==> src/rtl/univ_shift_reg.sv <==
// rtl/univ_shift_reg.sv - universal shift register with drain counter
// Optional compare flag enabled by defining USR_MATCH_EN.
module univ_shift_reg #(
  parameter int               WIDTH     = 4,
  parameter logic [WIDTH-1:0] RESET_VAL = '0,
  parameter logic [WIDTH-1:0] PATTERN   = WIDTH'(4'b1011)
) (
  input  logic             clk,
  input  logic             rst,
  input  logic [1:0]       mode,
  input  logic             sin_r,
  input  logic             sin_l,
  input  logic [WIDTH-1:0] pin,
  output logic [WIDTH-1:0] q,
  output logic [WIDTH-1:0] q_bar,
  output logic             sout_r,
  output logic             sout_l,
  output logic [4:0]       cnt,
  output logic             drained,
  output logic             match
);

  localparam logic [4:0] CNT_MAX = 5'(WIDTH);

  logic [WIDTH-1:0] q_q, q_d;
  logic [4:0]       cnt_q, cnt_d;
  logic [4:0]       cnt_inc;

  // Shifts in either direction advance the counter until it pins at WIDTH.
  assign cnt_inc = (cnt_q == CNT_MAX) ? cnt_q : cnt_q + 5'd1;

  always_comb begin
    q_d   = q_q;
    cnt_d = cnt_q;
    case (mode)
      2'b00: begin
        q_d   = q_q;
        cnt_d = cnt_q;
      end
      2'b01: begin
        q_d   = {sin_r, q_q[WIDTH-1:1]};
        cnt_d = cnt_inc;
      end
      2'b10: begin
        q_d   = {q_q[WIDTH-2:0], sin_l};
        cnt_d = cnt_inc;
      end
      default: begin
        q_d   = pin;
        cnt_d = 5'd0;
      end
    endcase
  end

  always_ff @(posedge clk or posedge rst) begin
    if (rst) begin
      q_q   <= RESET_VAL;
      cnt_q <= 5'd0;
    end else begin
      q_q   <= q_d;
      cnt_q <= cnt_d;
    end
  end

  assign q       = q_q;
  assign q_bar   = ~q_q;
  assign sout_r  = q_q[0];
  assign sout_l  = q_q[WIDTH-1];
  assign cnt     = cnt_q;
  assign drained = (cnt_q == CNT_MAX);

`ifdef USR_MATCH_EN
  assign match = (q_q == PATTERN);
`else
  assign match = 1'b0;
`endif

endmodule

==> config.mk <==
export PLATFORM = sky130hd
export DESIGN_NAME = univ_shift_reg
export DESIGN_NICKNAME = d
export VERILOG_FILES = /design/src/rtl/univ_shift_reg.sv
export SDC_FILE = /design/constraint.sdc
export NUM_CORES = 1
export LEC_CHECK = 0
export CAP_MARGIN = 20
export CORE_MARGIN = 3
export CORE_UTILIZATION = 35
export DETAILED_ROUTE_END_ITERATION = 12
export GPL_TIMING_DRIVEN = 0
export HOLD_SLACK_MARGIN = 0.03
export MAX_ROUTING_LAYER = met4
export PLACE_DENSITY = 0.77
export SLEW_MARGIN = 20
export SYNTH_ARGS = -nofsm -noshare
export SYNTH_HDL_FRONTEND = slang
export SYNTH_SLANG_ARGS = --single-unit
==> constraint.sdc <==
create_clock -name clk -period 1.4 [get_ports clk]
set_clock_uncertainty 0.15 [all_clocks]
set_input_delay 0.35 -clock clk [delete_from_list [all_inputs] [get_ports clk]]
set_output_delay 0.35 -clock clk [all_outputs]
set_load 0.01 [all_outputs]
After elaboration in Yosys (flattened, before gate mapping). Index checks and enable logic that the tools add are counted.

Input port bits: 10. Output and inout bits: 17. Word-level logic and storage cells: 15. Bits in registers: 9.

Reduce and logical (&&, ||, !) cells: 3. Bitwise operators: 2. Equal/unequal tests: 4. Add/subtract/negate cells: 1. Mux-type cells: 3.

Operators by type and width (number): $pmux W4 S3 (1); $pmux W5 S2 (1); $add A5 B1 Y5 const B (1); $eq A5 B3 Y1 const B (1); $mux W5 (1); $not A4 Y4 (1); $eq A2 B1 Y1 const B (1); $eq A2 B2 Y1 const B (1); $logic_not A2 Y1 (1); $ne A2 B2 Y1 const B (1); $reduce_and A2 Y1 (1); $reduce_or A2 Y1 (1); $not A1 Y1 (1).

Depth between registers and ports, before layout.
Depth in word-level cells: 4. Gate-level depth with buffers: 6. Mapped depth without buffers: 5.

Worst setup path before layout. No wires, ideal clock.

Path kind: flip-flop to flip-flop. From: register cnt_q[0] (netlist: cnt[0]). To: register cnt_q[3] (netlist: cnt[3]). Library setup time: 0.069 ns. Required time: 1.181 ns. Arrival time: 1.450 ns. Path slack: -0.269 ns. Stages on the path, launching flop included: 6. Buffers on the path: 0. Path through: dfrtp_1 > inv_1 > ha_1 > and4bb_4 > or4_1 > nand3_1.

Cells in the longest elaborated chain, start to end: 3. Elaborated cells between the ends (all ways): 6. Classes of those cells: add/sub: 1; eq/ne: 2; mux: 2; reduce/logical: 1.

RTL lines: start, declared (line 26) `logic [4:0] cnt_q, cnt_d;`; start signal, assigned (line 61) `cnt_q <= cnt_d;`; $eq A5 B3 Y1; net drained (line 19) `output logic drained,`; $ne A2 B2 Y1 (no source line); $reduce_and A2 Y1 (no source line).

The timed path passes the listed nets, and every way through them passes these cells. The select of a mux whose other input is x is not followed. A chain may end at the register's enable or synchronous reset.

Worst setup path after layout.
From: register cnt_q[1] (netlist: cnt[1]). To: output port drained.

Cells in the longest elaborated chain, start to end: 1.

RTL lines: $eq A5 B3 Y1 (line 70) `assign drained = (cnt_q == CNT_MAX);`; end, declared (line 19).

Every way passes these cells.

==> metrics.cfg <==
[global_routing]
overflow = 0
globalRouteMet1Util_pct = 21.4
use_met3_pct = 7.66
grt_max_degree = 11
grt_busiest_layer = met2
grt_first_pass_wirelength_mm = 2.89
grt_pass1_vias = 653
use_met2_pct = 32.2
grt_util_all_layers_pct = 19.4
antenna_found_initial = 0

[sta]
report.final.slew_viol_count = 0
min_period_over_period_pct = 121
hold_violations = 0
rsz0062_at_grt = true
setup_viol = 10
fin_crit_ns = 1.69
max_freq_mhz = 590
worst_slack_ns = -0.294

[cts]
clock-sinks = 9
cts_buffers = 3
clk_transition_reported_paths_ns = 0.06
root_buffer = clkbuf_4
clk_latency_ns = 0.27
cts_buffer_depth = 2
cts_tree = done
h-tree-depth = 1
ctsHoldBuffers = 0

[route]
num_vias = 648
drc_errors = 0
via_per_inst = 5.06
finalWirelength_mm = 1.93
post_drt_wl_per_cell_um = 15.1
dr.pass1.iters = 3
drtAntennaViolNets = 0
drt_iter0_markers = 6

[layout]
fin_util_pct = 72.1
areaGrowthSynthToFinish_pct = 91.0
drive_gt1_share_pct = 58.0
antenna_cells = 0
nNetsFinal = 128

[flow_run]
drv_cap = 0

[synthesis]
synthCells = 66
synth.top_cell.area_share_pct = 38.7
synth_simple_gate_area_share_pct = 15.9
async_reset_ff_share_pct = 100
synth.distinct_cells = 21
synth-xor-area-share_pct = 0
synth.most_common_cell = inv_1
synth-compound-area-share_pct = 22.4
synth.area.mux_share_pct = 0
synth_ff_type = dfrtp_1
synth_edf_count = 0
synth_nets = 81
synth_area_leaders = dfrtp_1 39%, ha_1 11%, inv_1 6.5%
syn_area_um2 = 582
ys_warn_count = 0
synth-seq-cells = 9
avgSynthCellArea_um2 = 8.82
synth_fa_ha_area_share_pct = 10.8
synth_common_cells = 10 x inv_1, 9 x dfrtp_1, 5 x ha_1, 5 x nand3_1, 5 x nor2_1
synth_top_family_by_area = compound AO/OA/AOI/OAI gates
synth_top_cell_by_area = dfrtp_1
yosysSeqAreaShare_pct = 38.7

[setup_path]
end_kind = output port
startpoint = cnt[1]
startpoint_type = register
cp.required_ns = 0.90
crit-reg2reg-launch = cnt[2]
reg2reg_depth = 5
crit_fanout = 2
critPathKind = register to output port
worstPathArrival_ns = 1.19

[floorplan]
core_um2 = 1540
start_util_pct = 37.7
die_x_um = 46.8
die_h_um = 46.8
num_io_pins = 27
num_rows = 14
die-area_um2 = 2190

[place]
port-buffer-count = 25
dp_slack_ns = -0.687
hpwl_mm = 1.07
place_congestion = 0.763

[run_status]
violations = negative setup slack
status = finished with violations

[min_path]
hp-class = primary input to async pin

[power]
ir_drop_uv = 775
leakage_nw = 0.539
power_density_nw_per_um2 = 1090

[what timing repair did]
| item | CTS | global route |
|---|---|---|
| endpoints found under the setup margin | 25 | 21 |
| pin swaps | 6 | 3 |
| buffers inserted | 17 | 4 |
| gates cloned | 0 | 0 |
| resized for setup | 82 | 26 |
[cell families (layout without fill, tap and decap cells)]
family                     count (synthesis)  in the layout
other                                      1              1
AOI/OAI and AO/OA                         19             19
and+or+nand+nor                           17             17
adders and majority gates                  5              5
DFF                                        9              9
buffers and inverters                     15             61
[final timing paths]
path	to	slack, ns
setup / recovery	drained	-0.29
hold / removal	cnt[3]	0.20
setup reg to reg	cnt[3]	-0.20
hold reg to reg	q[2]	0.43
max in group asynchronous	cnt[0]	0.63
min in group clk	q[2]	0.43
[through the flow]
stage	setup TNS [ns]	hold WS (ns)	power [mW]	std cells	area, um^2
6_report	-0.902	0.196	1.21	128	1110
5_1_grt	-1.42	0.232	1.28	128	1110
4_1_cts	-0.822	0.210	1.12	127	1050
3_5_place_dp	-6.80	0.412	0.762	107	881
3_3_place_gp	-6.42	0.395	0.754	107	881
2_1_floorplan	-0.288	0.0279	0.552	66	611
[power by group]
part	leakage (nW)	internal, mW	switching, mW
clock	0.0150	0.110	0.0963
combinational	0.408	0.378	0.290
sequential	0.116	0.302	0.0348
[registers in the layout (all words and copies together) (netlist names)]
register,cells
q,4
cnt,5
[cell type report]
type                            count  area [um^2]
Multi-Input combinational cell     42          397
Fill cell                         127          430
Inverter                           10         37.5
Tap cell                           16         20.0
Sequential cell                     9          225
Clock buffer                        4         26.3
Timing Repair Buffer               44          379
Buffer                              3         26.3
[metal layers]
| metal | vias to the layer above | wire [um] | share of wire, % |
|---|---|---|---|
| li1 | 315 | - | - |
| met1 | 311 | 716 | 37 |
| met2 | 18 | 1080 | 56 |
| met3 | 4 | 98 | 5.1 |
| met4 | 0 | 31 | 1.6 |
| met5 | - | 0 | 0 |
[worst max-delay path: stages (launching register included)]
cell,delay (ns)
dfrtp_1,0.39
inv_2,0.09
ha_4,0.13
and4bb_4,0.23
buf_6,0.10
[cell usage in the layout, fill, tap and decap left out, types with 3 or more instances in the layout]
cell type and n:
inv_2 6, nand3_1 3, clkbuf_4 3, buf_6 13, nor2_1 3, clkdlybuf4s50_1 7, inv_1 4, buf_4 16
buf_2 5, nand2_1 3, clkbuf_2 4, dfrtp_1 9, a22oi_1 3, ha_4 3
No activity file was read; power rests on OpenSTA's default activity.
